### src/rtl/i3c_cpuif_pkg.sv
// Shared types for the I3C CPUIF request/response slice.
package i3c_cpuif_pkg;

  localparam int unsigned CPUIF_ADDR_W = 12;
  localparam int unsigned CPUIF_DATA_W = 32;

  typedef enum logic [1:0] {
    IDLE  = 2'd0,
    ISSUE = 2'd1,
    WAIT  = 2'd2,
    RESP  = 2'd3
  } cpuif_state_e;

  typedef struct packed {
    logic                    is_wr;
    logic [CPUIF_ADDR_W-1:0] addr;
    logic [CPUIF_DATA_W-1:0] wr_data;
    logic [CPUIF_DATA_W-1:0] wr_biten;
  } cpuif_req_t;

  typedef struct packed {
    logic                    err;
    logic [CPUIF_DATA_W-1:0] rd_data;
  } cpuif_rsp_t;

endpackage

### src/rtl/i3c_cpuif_timeout.sv
// Saturating down-counter that flags an access that has waited too long.
// A TIMEOUT_CYCLES of 0 never expires.
module i3c_cpuif_timeout #(
  parameter int unsigned TIMEOUT_CYCLES = 256,
  parameter int unsigned CNT_W          = 9
) (
  input  logic clk,
  input  logic rst_n,
  input  logic load_i,
  input  logic en_i,
  output logic expired_c
);

  localparam int unsigned LOAD_VAL = (TIMEOUT_CYCLES == 0) ? 0 : TIMEOUT_CYCLES - 1;

  logic [CNT_W-1:0] cnt_q;
  logic [CNT_W-1:0] cnt_d;

  always_comb begin
    cnt_d = cnt_q;
    if (load_i) begin
      cnt_d = CNT_W'(LOAD_VAL);
    end else if (en_i && (cnt_q != '0)) begin
      cnt_d = cnt_q - CNT_W'(1);
    end
  end

  always_ff @(posedge clk or negedge rst_n) begin
    if (!rst_n) begin
      cnt_q <= '0;
    end else begin
      cnt_q <= cnt_d;
    end
  end

  // Reaching zero during the wait is the last cycle an ack may still arrive.
  assign expired_c = (TIMEOUT_CYCLES != 0) && en_i && (cnt_q == '0);

endmodule

### src/rtl/i3c_cpuif_slice.sv
// Registered CPUIF slice between the AHB adapter and the I3C CSR block:
// one outstanding access, registered stall/ack, forced error on timeout.
module i3c_cpuif_slice
  import i3c_cpuif_pkg::*;
#(
  parameter int unsigned ADDR_WIDTH     = 12,
  parameter int unsigned DATA_WIDTH     = 32,
  parameter int unsigned TIMEOUT_CYCLES = 256
) (
  input  logic                  hclk_i,
  input  logic                  hreset_n_i,
  input  logic                  s_cpuif_req,
  input  logic                  s_cpuif_req_is_wr,
  input  logic [ADDR_WIDTH-1:0] s_cpuif_addr,
  input  logic [DATA_WIDTH-1:0] s_cpuif_wr_data,
  input  logic [DATA_WIDTH-1:0] s_cpuif_wr_biten,
  output logic                  s_cpuif_req_stall_wr,
  output logic                  s_cpuif_req_stall_rd,
  output logic                  s_cpuif_rd_ack,
  output logic                  s_cpuif_rd_err,
  output logic [DATA_WIDTH-1:0] s_cpuif_rd_data,
  output logic                  s_cpuif_wr_ack,
  output logic                  s_cpuif_wr_err,
  output logic                  m_cpuif_req,
  output logic                  m_cpuif_req_is_wr,
  output logic [ADDR_WIDTH-1:0] m_cpuif_addr,
  output logic [DATA_WIDTH-1:0] m_cpuif_wr_data,
  output logic [DATA_WIDTH-1:0] m_cpuif_wr_biten,
  input  logic                  m_cpuif_req_stall_wr,
  input  logic                  m_cpuif_req_stall_rd,
  input  logic                  m_cpuif_rd_ack,
  input  logic                  m_cpuif_rd_err,
  input  logic [DATA_WIDTH-1:0] m_cpuif_rd_data,
  input  logic                  m_cpuif_wr_ack,
  input  logic                  m_cpuif_wr_err
);

  localparam int unsigned CNT_RAW = $clog2(TIMEOUT_CYCLES + 1);
  localparam int unsigned CNT_W   = (CNT_RAW < 1) ? 1 : CNT_RAW;

  cpuif_state_e state_q, state_d;
  cpuif_req_t   req_q, req_d;
  cpuif_rsp_t   rsp_q, rsp_d;
  logic         m_req_q, m_req_d;
  logic         stall_q, stall_d;
  logic         rd_ack_q, rd_ack_d;
  logic         wr_ack_q, wr_ack_d;
  logic         rd_err_q, rd_err_d;
  logic         wr_err_q, wr_err_d;

  logic                  tmo_load;
  logic                  tmo_en;
  logic                  tmo_expired_c;
  logic                  ds_stall;
  logic                  ds_ack;
  logic                  ds_err;
  logic [DATA_WIDTH-1:0] ds_rdata;

  i3c_cpuif_timeout #(
    .TIMEOUT_CYCLES (TIMEOUT_CYCLES),
    .CNT_W          (CNT_W)
  ) u_timeout (
    .clk       (hclk_i),
    .rst_n     (hreset_n_i),
    .load_i    (tmo_load),
    .en_i      (tmo_en),
    .expired_c (tmo_expired_c)
  );

  always_comb begin
    state_d  = state_q;
    req_d    = req_q;
    rsp_d    = rsp_q;
    tmo_load = 1'b0;
    tmo_en   = 1'b0;

    // Only the downstream signals matching the captured access type count.
    ds_stall = req_q.is_wr ? m_cpuif_req_stall_wr : m_cpuif_req_stall_rd;
    ds_ack   = req_q.is_wr ? m_cpuif_wr_ack       : m_cpuif_rd_ack;
    ds_err   = req_q.is_wr ? m_cpuif_wr_err       : m_cpuif_rd_err;
    ds_rdata = req_q.is_wr ? '0                   : m_cpuif_rd_data;

    case (state_q)
      IDLE: begin
        rsp_d = '0;
        if (s_cpuif_req) begin
          req_d.is_wr    = s_cpuif_req_is_wr;
          req_d.addr     = CPUIF_ADDR_W'(s_cpuif_addr);
          req_d.wr_data  = s_cpuif_req_is_wr ? CPUIF_DATA_W'(s_cpuif_wr_data)  : '0;
          req_d.wr_biten = s_cpuif_req_is_wr ? CPUIF_DATA_W'(s_cpuif_wr_biten) : '0;
          tmo_load       = 1'b1;
          state_d        = ISSUE;
        end
      end
      ISSUE: begin
        if (!ds_stall) begin
          if (ds_ack) begin
            rsp_d.err     = ds_err;
            rsp_d.rd_data = CPUIF_DATA_W'(ds_rdata);
            state_d       = RESP;
          end else begin
            state_d = WAIT;
          end
        end
      end
      WAIT: begin
        tmo_en = 1'b1;
        if (ds_ack) begin
          rsp_d.err     = ds_err;
          rsp_d.rd_data = CPUIF_DATA_W'(ds_rdata);
          state_d       = RESP;
        end else if (tmo_expired_c) begin
          rsp_d.err     = 1'b1;
          rsp_d.rd_data = '0;
          state_d       = RESP;
        end
      end
      RESP: begin
        state_d = IDLE;
      end
      default: begin
        state_d = IDLE;
      end
    endcase

    // Outputs follow the next state so they are valid from the edge of entry.
    m_req_d  = (state_d == ISSUE);
    stall_d  = (state_d != IDLE);
    rd_ack_d = (state_d == RESP) && !req_d.is_wr;
    wr_ack_d = (state_d == RESP) &&  req_d.is_wr;
    rd_err_d = rd_ack_d && rsp_d.err;
    wr_err_d = wr_ack_d && rsp_d.err;
  end

  always_ff @(posedge hclk_i or negedge hreset_n_i) begin
    if (!hreset_n_i) begin
      state_q  <= IDLE;
      req_q    <= '0;
      rsp_q    <= '0;
      m_req_q  <= 1'b0;
      stall_q  <= 1'b0;
      rd_ack_q <= 1'b0;
      wr_ack_q <= 1'b0;
      rd_err_q <= 1'b0;
      wr_err_q <= 1'b0;
    end else begin
      state_q  <= state_d;
      req_q    <= req_d;
      rsp_q    <= rsp_d;
      m_req_q  <= m_req_d;
      stall_q  <= stall_d;
      rd_ack_q <= rd_ack_d;
      wr_ack_q <= wr_ack_d;
      rd_err_q <= rd_err_d;
      wr_err_q <= wr_err_d;
    end
  end

  assign s_cpuif_req_stall_wr = stall_q;
  assign s_cpuif_req_stall_rd = stall_q;
  assign s_cpuif_rd_ack       = rd_ack_q;
  assign s_cpuif_rd_err       = rd_err_q;
  assign s_cpuif_rd_data      = DATA_WIDTH'(rsp_q.rd_data);
  assign s_cpuif_wr_ack       = wr_ack_q;
  assign s_cpuif_wr_err       = wr_err_q;
  assign m_cpuif_req          = m_req_q;
  assign m_cpuif_req_is_wr    = req_q.is_wr;
  assign m_cpuif_addr         = ADDR_WIDTH'(req_q.addr);
  assign m_cpuif_wr_data      = DATA_WIDTH'(req_q.wr_data);
  assign m_cpuif_wr_biten     = DATA_WIDTH'(req_q.wr_biten);

endmodule

### config.mk
export PLATFORM = sky130hd
export DESIGN_NAME = i3c_cpuif_slice
export DESIGN_NICKNAME = d
export VERILOG_FILES = /design/src/rtl/i3c_cpuif_pkg.sv /design/src/rtl/i3c_cpuif_timeout.sv /design/src/rtl/i3c_cpuif_slice.sv
export SDC_FILE = /design/constraint.sdc
export NUM_CORES = 1
export LEC_CHECK = 0
export ABC_AREA = 1
export ABC_CLOCK_PERIOD_IN_PS = 3200
export CAP_MARGIN = 10
export CORE_MARGIN = 2
export CORE_UTILIZATION = 46
export CTS_CLUSTER_DIAMETER = 30
export DETAILED_ROUTE_END_ITERATION = 8
export PLACE_DENSITY = 0.9
export SETUP_SLACK_MARGIN = 0.1
export SYNTH_ARGS = -nofsm -noshare
export SYNTH_HDL_FRONTEND = slang
export SYNTH_SLANG_ARGS = --single-unit
### constraint.sdc
create_clock -name hclk_i -period 3.2 [get_ports hclk_i]
set_clock_uncertainty 0.1 [all_clocks]
set_input_delay 0.48 -clock hclk_i [delete_from_list [all_inputs] [get_ports hclk_i]]
set_output_delay 0.48 -clock hclk_i [all_outputs]
set_load 0.05 [all_outputs]
==> impl_results.md, run 1 <==
- CTS HTree Levels: 4
- Initial Utilization: 0.474
- Final Cycle Share: 0.704
- First-pass GRT wire length: 22800 um
- GP Congestion: 0.809
- Fin. max-slew vios: 0
- Largest area contributor in the synthesized netlist: dfrtp_1
- Adder-cell share of the synthesized area: 0.00461
- Worst-path clk slew: 60 ps
- Relative slew margins: 0.486
- Share of power burned in combinational logic: 0.513
- Root Driver: clkbuf_16
- IO buf count: 233
- Layout Utilization: 0.722
- Top fanout value on the critical path: 6
- Crit start category: flip-flop
- Final Setup Violations: 0
- Count of different cell masters after synthesis: 24
- Register area: 3180 um2
- Switching portion of total power: 0.467
- DR vias/cell: 4.84
- Die width: 113 um
- GR Overflow Total: 0
- Syn Nets: 747
- Crit path largest cell delay: 840 ps
- Routed WL per cell: 14.2 um
- Setup crit end: m_cpuif_req_is_wr
- R2R setup slack: 1360 ps
- Die Height: 113 um
- Core box area: 11500 um2
- Largest net degree at the start of global routing: 146
- F_max: 0.444 GHz
- Unrepaired setup endpoints after global routing: no
- Compound-Gate Fraction of Synth Area: 0.0804
- Vias in the first global route: 4612
- Setup ws final: 948 ps
- Worst min path class: flip-flop to flip-flop
- Switching pwr: 4.64 mW
- Slowest CP cell: clkdlybuf4s50_1
- Main combinational cell family by area after synthesis: simple AND/OR/NAND/NOR gates
- Layout Nets: 941
- # IOs: 234
- Setup tns final: 0 ps
- Share of cells above drive strength 1: 0.0612
- Drc violations: 0
- Multi-input gate area: 1770 um2
- Crit path DAT: 1670 ps
- Worst vdd ir: 784 uV
- Crit. Startpoint: m_cpuif_req_is_wr
- Worst hold slack: 368 ps
- Cell family with most CP delay: buffers and inverters
- Pin slew with the least headroom to its limit: 771 ps
- Power consumption: 9.93 mW
- Total number of vias: 4728
- Post-synthesis sequential area ratio: 0.585
- Yosys top cell area share: 0.585
- Number of synthesized register bits: 127
- RR Endpoint: s_cpuif_rd_data[7]
- First-pass DRT Iterations: 5
- # rows: 39
- Die ar.: 12700 um2
- Pre-CTS WS: 892 ps
- CTS Sinks: 127
- Syn avg cell area: 8.66 um2
- Crit path required time: 2620 ps
- Clock Latency Late Sink: 410 ps
- Synth Area in XOR/XNOR: 0.00484
- DP Wirelength: 9520 um
- CTS Buffer Depth: 2
- Status: finished clean
- Fillers: 822
- Syn Inst Count: 627
- CTS Buf Count: 17
- Antenna Cells: 0
- CP Capture Type: primary output
- Crit-path cells: clkdlybuf4s50_1
- Antenna Nets Post-Route: 0
- Multiplexer share of the synthesized area: 0
- Final hold violation count: 0
- Internal power: 5.30 mW
- Synth area leaders: dfrtp_1, nand2_1, o21ai_0
- Drt first-iter violations: 311
- Worst Path Class, Setup: flip-flop to primary output
- Initial antenna violation count: 0
- Pwr dens: 1200 nW/um2
- Leakage: 3.90 nW
- CP Depth: 1
- Reg2Reg Launch Point: m_cpuif_req_is_wr
- Max Cap Viol: 0
- YS warnings: 0
- CTS tree: built
- Worst path bufs/invs: 1
- FF-to-FF path depth: 5
- Clock Power Share: 0.216
- Syn-to-layout area delta: 52.3%
- Synthesized area: 5430 um2
- Part of the power in registers: 0.271
- Minimum clock period: 2250 ps
- Total track usage: 0.226
- Routed WL: 13900 um
- Post-Synth Simple-Gate Area: 0.234
## synthesized netlist by cell type
cell,number
buf_4,33
nand2_1,282
nand2_2,2
nand3_1,16
nand4_1,4
nor3_1,1
o21ai_2,2
inv_2,2
dfrtp_1,127
nor2_2,1
a21oi_2,1
clkbuf_1,13
ha_1,2
buf_2,15
buf_6,3
o21ai_1,8
o21ai_0,71
nor2_1,12
xor2_1,3
nand3_2,1
or2_2,1
a21oi_1,3
inv_1,22
nor2_4,2
## layout by cell type (no fill, tap or decap), types with 3 or more instances in the layout
master           instances
inv_1                   22
nand3_1                 16
o21ai_0                 71
buf_4                    4
clkdlybuf4s50_1        231
dfrtp_1                127
o21ai_1                  8
clkinv_4                 3
nand2_1                282
a21oi_1                  3
clkbuf_16               17
bufinv_16                5
nor2_1                  12
xor2_1                   3
nand4_1                  4
## final cells by class
| type | instances | share of cell area |
|---|---|---|
| Sequential cell | 127 | 0.384 |
| Inverter | 24 | 0.0109 |
| Tap cell | 143 | 0.0216 |
| Clock inverter | 13 | 0.0254 |
| Clock buffer | 19 | 0.0547 |
| Multi-Input combinational cell | 412 | 0.214 |
| Timing Repair Buffer | 239 | 0.290 |
## timing repair
| item | in CTS | in global routing |
|---|---|---|
| hold endpoints to repair | 43 | 0 |
| hold buffers | 1 | 0 |
| setup buffers | 0 | 0 |
| gates resized for setup | 0 | 0 |
## worst register-to-register path, stage by stage (launching register included)
cell	delay [ps]
dfrtp_1	430
o21ai_1	320
a21oi_2	160
nor2_4	540
nand2_1	140
nand2_1	100
## per-layer routing
| layer | GRT usage | up-vias | share of wire |
|---|---|---|---|
| met4 | 0.0740 | 0 | 0.013 |
| met2 | 0.364 | 198 | 0.49 |
| met1 | 0.281 | 2202 | 0.40 |
| met3 | 0.0913 | 14 | 0.096 |
| li1 | - | 2314 | - |
| met5 | 0 | - | 0 |
## how the worst min path moves through the flow
stage                        startpoint             endpoint  slack (ps)  cells after the start
global route        s_cpuif_rd_data[28]  s_cpuif_rd_data[28]         390                      2
global placement    s_cpuif_rd_data[13]  s_cpuif_rd_data[13]         350                      2
CTS                 s_cpuif_rd_data[28]  s_cpuif_rd_data[28]         370                      2
floorplan                    hreset_n_i      m_cpuif_addr[0]          80                      0
detailed placement  s_cpuif_rd_data[28]  s_cpuif_rd_data[28]         360                      2
finish              s_cpuif_rd_data[28]  s_cpuif_rd_data[28]         370                      2
## power by group through the flow
stage	clock network (mW)	registers [mW]	logic, mW
after floorplan	0	4.45	1.76
after global placement	0	2.68	5.03
after detailed placement	0	2.69	5.10
after CTS	2.19	2.70	5.13
after global routing	2.27	2.77	5.40
final	2.14	2.69	5.09
## cells by family (layout without fill, tap and decap cells)
logic type / Yosys count / count (layout)
AO/OA/AOI/OAI: 85 / 85
XOR/XNOR: 3 / 3
adder cells (fa/ha/maj): 2 / 2
buffers and inverters: 88 / 295
flip-flops: 127 / 127
AND/OR/NAND/NOR: 322 / 322
## per-stage QoR
| step | area (um2) | std cells |
|---|---|---|
| 4_1_cts | 8270 | 977 |
| 5_1_grt | 8270 | 977 |
| 6_report | 8270 | 977 |
| 2_1_floorplan | 5430 | 627 |
| 3_3_place_gp | 7600 | 944 |
| 3_5_place_dp | 7600 | 944 |
## state kept, by name (all words and copies together), names as in the netlist, 2 cells and up
signal and count:
m_cpuif_addr 12, m_cpuif_wr_biten 32, m_cpuif_wr_data 32, s_cpuif_rd_data 32, state_q 2, u_timeout.cnt_q 9
No activity file was read; power rests on OpenSTA's default activity.
==> run 2: changes to the inputs <==
Settings changed: ABC_CLOCK_PERIOD_IN_PS 3200 to 2150, CORE_UTILIZATION 46 to 43, PLACE_DENSITY 0.9 to 0.85.
Clock period 3.2 ns to 2.15 ns, I/O delays scaled along.
==> impl_results.md, run 2 (synthesis gave the netlist of run 1 again) <==
- Status: finished clean (unchanged)
- DR vias/cell: 4.60 (was 4.84)
- First-pass GRT wire length: 21900 um (was 22800 um)
- GP Congestion: 0.847 (was 0.809)
- Total number of vias: 4640 (was 4728)
- Minimum clock period: 2010 ps
- Crit path required time: 1730 ps (was 2620 ps)
- Pin slew with the least headroom to its limit: 719 ps (was 771 ps)
- Worst Path Class, Setup: flip-flop to primary output (unchanged)
- # rows: 41 (was 39)
- Die Height: 116 um (was 113 um)
- IO buf count: 233 (unchanged)
- Final hold violation count: 0 (unchanged)
- CTS Buffer Depth: 2 (unchanged)
- Initial Utilization: 0.436 (was 0.474)
- Switching pwr: 6.80 mW (was 4.64 mW)
- Vias in the first global route: 4583 (was 4612)
- GR Overflow Total: 0 (unchanged)
- Syn-to-layout area delta: 54.4% (was 52.3%)
- Largest net degree at the start of global routing: 75 (was 146)
- Final Cycle Share: 0.935
- Root Driver: clkbuf_16 (unchanged)
- CP Depth: 1 (unchanged)
- R2R setup slack: 390 ps (was 1360 ps)
- Unrepaired setup endpoints after global routing: no (unchanged)
- Final Setup Violations: 0 (unchanged)
- Die ar.: 13500 um2 (was 12700 um2)
- CTS HTree Levels: 4 (unchanged)
- Post-CTS setup buffers: 0 (unchanged)
- Core box area: 12500 um2 (was 11500 um2)
- RR Endpoint: s_cpuif_rd_data[30] (was s_cpuif_rd_data[7])
- Reg2Reg Launch Point: state_q[0] (was m_cpuif_req_is_wr)
- Fin. max-slew vios: 0 (unchanged)
- Crit start category: flip-flop (unchanged)
- Share of power burned in combinational logic: 0.524 (was 0.513)
- Layout Nets: 946 (was 941)
- Commonest non-fill, non-tap cell in the layout: nand2_1 (unchanged)
- Crit. Startpoint: m_cpuif_wr_biten[21] (was m_cpuif_req_is_wr)
- CP Capture Type: primary output (unchanged)
- Cell family with most CP delay: buffers and inverters (unchanged)
- Clock Power Share: 0.199 (was 0.216)
- Crit path largest cell delay: 820 ps (was 840 ps)
- DP Wirelength: 10100 um (was 9520 um)
- Antenna Nets Post-Route: 0 (unchanged)
- Internal power: 7.68 mW (was 5.30 mW)
- Fillers: 980 (was 822)
- Leakage: 4.43 nW (was 3.90 nW)
- # IOs: 234 (unchanged)
- Most frequent cells in the layout: nand2_1, clkdlybuf4s50_1, dfrtp_1, o21ai_0, dlymetal6s2s_1 (was nand2_1, clkdlybuf4s50_1, dfrtp_1, o21ai_0, inv_1)
- Top fanout value on the critical path: 2 (was 6)
- Worst vdd ir: 1160 uV (was 784 uV)
- Die width: 116 um (was 113 um)
- Relative slew margins: 0.520 (was 0.486)
- Routed WL per cell: 14.0 um (was 14.2 um)
- CTS tree: built (unchanged)
- Drc violations: 0 (unchanged)
- FF-to-FF path depth: 6 (was 5)
- Switching portion of total power: 0.470 (was 0.467)
- Initial antenna violation count: 0 (unchanged)
- Setup crit end: m_cpuif_wr_biten[21] (was m_cpuif_req_is_wr)
- Part of the power in registers: 0.277 (was 0.271)
- Routed WL: 14100 um (was 13900 um)
- Crit path DAT: 1590 ps (was 1670 ps)
- Worst-path clk slew: 50 ps (was 60 ps)
- Antenna Cells: 0 (unchanged)
- F_max: 0.498 GHz
- First-pass DRT Iterations: 4 (was 5)
- Crit-path cells: clkdlybuf4s50_1 (unchanged)
- Total track usage: 0.211 (was 0.226)
- Max Cap Viol: 0 (unchanged)
- Share of cells above drive strength 1: 0.0622 (was 0.0612)
- CTS Sinks: 127 (unchanged)
- Power consumption: 14.5 mW (was 9.93 mW)
- Drt first-iter violations: 193 (was 311)
- Setup tns final: 0 ps (unchanged)
- Slowest CP cell: clkdlybuf4s50_1 (unchanged)
- Pwr dens: 1730 nW/um2 (was 1200 nW/um2)
- CTS Buf Count: 17 (unchanged)
- Clock Latency Late Sink: 410 ps (about the same)
- Worst path bufs/invs: 1 (unchanged)
- Worst min path class: input pin to flip-flop (was flip-flop to flip-flop)
## run 2: cell types whose count changed in the layout (fill, tap and decap cells not counted), sizes merged, moves of 2 or more
cell,previous run,this run
clkdlybuf4s50,231,190
dlymetal6s2s,0,32
bufinv,5,3
dlygate4sd2,0,9
clkinvlp,2,0
buf,7,12
clkbuf,19,22
## run 2: repair_timing
item	CTS	global route
endpoints found under the setup margin	9	33
resized for setup	9	32
endpoints found under the hold margin	33	0
pin swaps	0	0
hold buffers	1	0
## run 2: power by group through the flow
stage	Combinational, mW	Clock [mW]	Sequential [mW]
floorplan	2.61	0	6.62
global placement	7.60	0	3.99
detailed placement	7.71	0	4.02
CTS	7.68	2.94	4.02
global route	8.05	3.05	4.13
finish	7.59	2.88	4.01
## run 2: worst min path at each step
stage | cells past startpoint | slack, ps | from | endpoint
final | 3 | 310 | s_cpuif_req_is_wr | m_cpuif_wr_biten[15]
after global routing | 3 | 340 | m_cpuif_rd_data[18] | s_cpuif_rd_data[18]
after CTS | 3 | 300 | s_cpuif_req_is_wr | m_cpuif_wr_data[6]
after detailed placement | 1 | 220 | hreset_n_i | s_cpuif_rd_data[1]
after global placement | 1 | 210 | hreset_n_i | s_cpuif_rd_data[1]
after floorplan | 0 | -70 | hreset_n_i | m_cpuif_addr[0]
## run 2: layer usage
metal / vias up / routed length, um / global-route usage
met5: - / 0 / 0
met4: 0 / 291 / 0.0897
met1: 2115 / 5630 / 0.242
met2: 181 / 6790 / 0.345
li1: 2322 / - / -
met3: 22 / 1400 / 0.0929
## run 2: final cells by class
type | instances | area, um2 | area share
sequential | 127 | 3180 | 0.379
timing repair buffer | 244 | 2540 | 0.303
multi-input combinational | 412 | 1770 | 0.211
clock buffer | 22 | 484 | 0.0577
tap | 172 | 215 | 0.0257
clock inverter | 7 | 110 | 0.0131
inverter | 24 | 90.1 | 0.0107
## run 2: through the flow
| step | util | instances | setup slack (ps) | instance area [um2] | hold WS, ps |
|---|---|---|---|---|---|
| final | 0.673 | 1008 | 141 | 8390 | 315 |
| after global routing | 0.673 | 1008 | 100 | 8390 | 336 |
| after CTS | 0.666 | 1008 | 101 | 8310 | 301 |
| after detailed placement | 0.619 | 978 | 122 | 7710 | 216 |
| after global placement | 0.619 | 978 | 176 | 7710 | 214 |
| after floorplan | - | 627 | 424 | 5430 | -73.1 |
## run 2: tightest hold or removal path, stage by stage
cell and delay (ps):
buf_2 260, nand2_1 110, o21ai_0 70
==> run 3: changes to the inputs <==
Settings changed: CORE_UTILIZATION 43 to 60, DONT_BUFFER_PORTS set to 1, PLACE_DENSITY 0.85 to 0.8.
==> impl_results.md, run 3 (synthesis gave the netlist of run 1 again) <==
- Status: finished with violations (was finished clean)
- Failing checks: hold timing
- CTS Buffer Depth: 2 (unchanged)
- Post-CTS setup buffers: 0 (unchanged)
- Root Driver: clkbuf_8 (was clkbuf_16)
- Initial antenna violation count: 0 (unchanged)
- CTS HTree Levels: 4 (unchanged)
- F_max: 0.521 GHz (was 0.498 GHz)
- Syn-to-layout area delta: 29.6% (was 54.4%)
- Die width: 99.2 um (was 116 um)
- Die Height: 99.2 um (was 116 um)
- Layout Nets: 828 (was 946)
- Commonest non-fill, non-tap cell in the layout: nand2_1 (unchanged)
- # IOs: 234 (unchanged)
- Largest net degree at the start of global routing: 146 (was 75)
- Die ar.: 9830 um2 (was 13500 um2)
- Minimum clock period: 1920 ps (was 2010 ps)
- Max Cap Viol: 0 (unchanged)
- Drc violations: 0 (unchanged)
- Worst vdd ir: 982 uV (was 1160 uV)
- Vias in the first global route: 4778 (was 4583)
- CTS tree: built (unchanged)
- Fin. max-slew vios: 0 (unchanged)
- FF-to-FF path depth: 7 (was 6)
- # rows: 34 (was 41)
- Final hold violation count: 127 (was 0)
- Register area: 3180 um2 (unchanged)
- CTS Buf Count: 17 (unchanged)
- Total number of vias: 4591 (was 4640)
- CTS Hold Bufs: 122 (was 1)
- Fillers: 484 (was 980)
- First-pass DRT Iterations: 6 (was 4)
- Worst hold slack: -593 ps (was 315 ps)
- First-pass GRT wire length: 23200 um (was 21900 um)
- Top Usage Layer GRT: met2 (unchanged)
- Routed WL: 14900 um (was 14100 um)
- Routed WL per cell: 17.9 um (was 14.0 um)
- DP Wirelength: 7790 um (was 10100 um)
- Pwr dens: 1800 nW/um2 (was 1730 nW/um2)
- Relative slew margins: 0.504 (was 0.520)
- GP Congestion: 0.879 (was 0.847)
- Final Cycle Share: 0.892 (was 0.935)
- IO buf count: 0 (was 233)
- Crit start category: flip-flop (unchanged)
- Most frequent cells in the layout: nand2_1, dfrtp_1, dlygate4sd3_1, o21ai_0, inv_1 (was nand2_1, clkdlybuf4s50_1, dfrtp_1, o21ai_0, dlymetal6s2s_1)
- Share of cells above drive strength 1: 0.0680 (was 0.0622)
- CP Capture Type: flip-flop (was primary output)
- CTS Sinks: 127 (unchanged)
- Unrepaired setup endpoints after global routing: yes (was no)
- Initial Utilization: 0.620 (was 0.436)
- Core box area: 8760 um2 (was 12500 um2)
- Worst Path Class, Setup: flip-flop to flip-flop (was flip-flop to primary output)
- Leakage: 3.48 nW (was 4.43 nW)
- Worst min path class: input pin to asynchronous set/reset pin (was input pin to flip-flop)
- Crit path required time: 2490 ps (was 1730 ps)
- Crit path DAT: 2250 ps (was 1590 ps)
- Grt met2 use: 0.522 (was 0.345)
- Pin slew with the least headroom to its limit: 741 ps (was 719 ps)
- Setup tns final: 0 ps (unchanged)
- Multi-input gate area: 1770 um2 (about the same)
- Drt first-iter violations: 361 (was 193)
- Antenna Nets Post-Route: 0 (unchanged)
- Clock Latency Late Sink: 510 ps (was 410 ps)
- Total track usage: 0.304 (was 0.211)
- DR vias/cell: 5.53 (was 4.60)
- Final Setup Violations: 0 (unchanged)
- Worst-path clk slew: 60 ps (was 50 ps)
- GR Overflow Total: 0 (unchanged)
- Met3 usage: 0.0970 (was 0.0929)
- Top fanout value on the critical path: 32 (was 2)
- Met1 Use GR: 0.344 (was 0.242)
==> run 3: cell types whose count changed in the layout (fill, tap and decap cells not counted), moves of 3 or more <==
| cell | delta |
|---|---|
| clkdlybuf4s50_1 | -190 |
| dlygate4sd3_1 | +120 |
| dlymetal6s2s_1 | -32 |
| dlygate4sd2_1 | -9 |
| inv_6 | +6 |
| buf_12 | -3 |
| buf_4 | -3 |
| clkbuf_8 | -3 |
| clkinv_2 | -3 |
| clkinv_4 | +3 |
==> run 3: timing repair <==
item	CTS	global route
gates resized for setup	1	0
setup endpoints to repair	32	1
endpoints found under the hold margin	238	127
==> run 3: path summary, 6_finish.rpt <==
kind / slack (ps) / to / startpoint
max: 230 / s_cpuif_rd_data[9] / u_timeout.cnt_q[0]
min: -590 / s_cpuif_rd_data[13] / hreset_n_i
max reg2reg: 230 / s_cpuif_rd_data[9] / u_timeout.cnt_q[0]
min reg2reg: 410 / u_timeout.cnt_q[5] / u_timeout.cnt_q[5]
max in group asynchronous: 2290 / u_timeout.cnt_q[6] / hreset_n_i
min in group hclk_i: 90 / m_cpuif_wr_biten[16] / s_cpuif_req_is_wr
==> run 3: per-layer routing <==
metal / routed length [um] / vias up
met4: 527 / 0
li1: - / 2098
met5: 0 / -
met1: 5320 / 2155
met2: 7610 / 284
met3: 1410 / 54
==> run 3: layout make-up <==
class	count	share of cell area
Tap cell	108	0.0192
Clock inverter	15	0.0247
Clock buffer	17	0.0588
Antenna cell	1	0.000355
Multi-Input combinational cell	412	0.252
Timing Repair Buffer	126	0.181
Sequential cell	127	0.451
Inverter	24	0.0128
==> run 3: worst max-delay path, cell delays in order, from the launching register on <==
cell     delay [ps]
dfrtp_1         320
inv_1            80
ha_1            220
nand3_1         110
o21ai_2         100
o21ai_4         600
nand2_1         180
nand2_1         120
==> run 3: power breakdown <==
| group | internal [mW] | switching [mW] | total (mW) |
|---|---|---|---|
| clock network | 1.69 | 1.15 | 2.84 |
| logic | 0.781 | 1.50 | 2.28 |
| registers | 3.34 | 4.19 | 7.53 |
==> run 3: per-stage QoR <==
step / total power, mW / std cells / utilization / instance area, um2 / setup WS [ps]
after global placement: 9.32 / 675 / 0.595 / 5210 / 136
final: 12.7 / 830 / 0.804 / 7040 / 232
after CTS: 12.5 / 829 / 0.803 / 7040 / 306
after global routing: 13.2 / 829 / 0.803 / 7040 / 64.9
after detailed placement: 9.46 / 675 / 0.595 / 5210 / 11.3
after floorplan: 9.23 / 627 / - / 5430 / 424
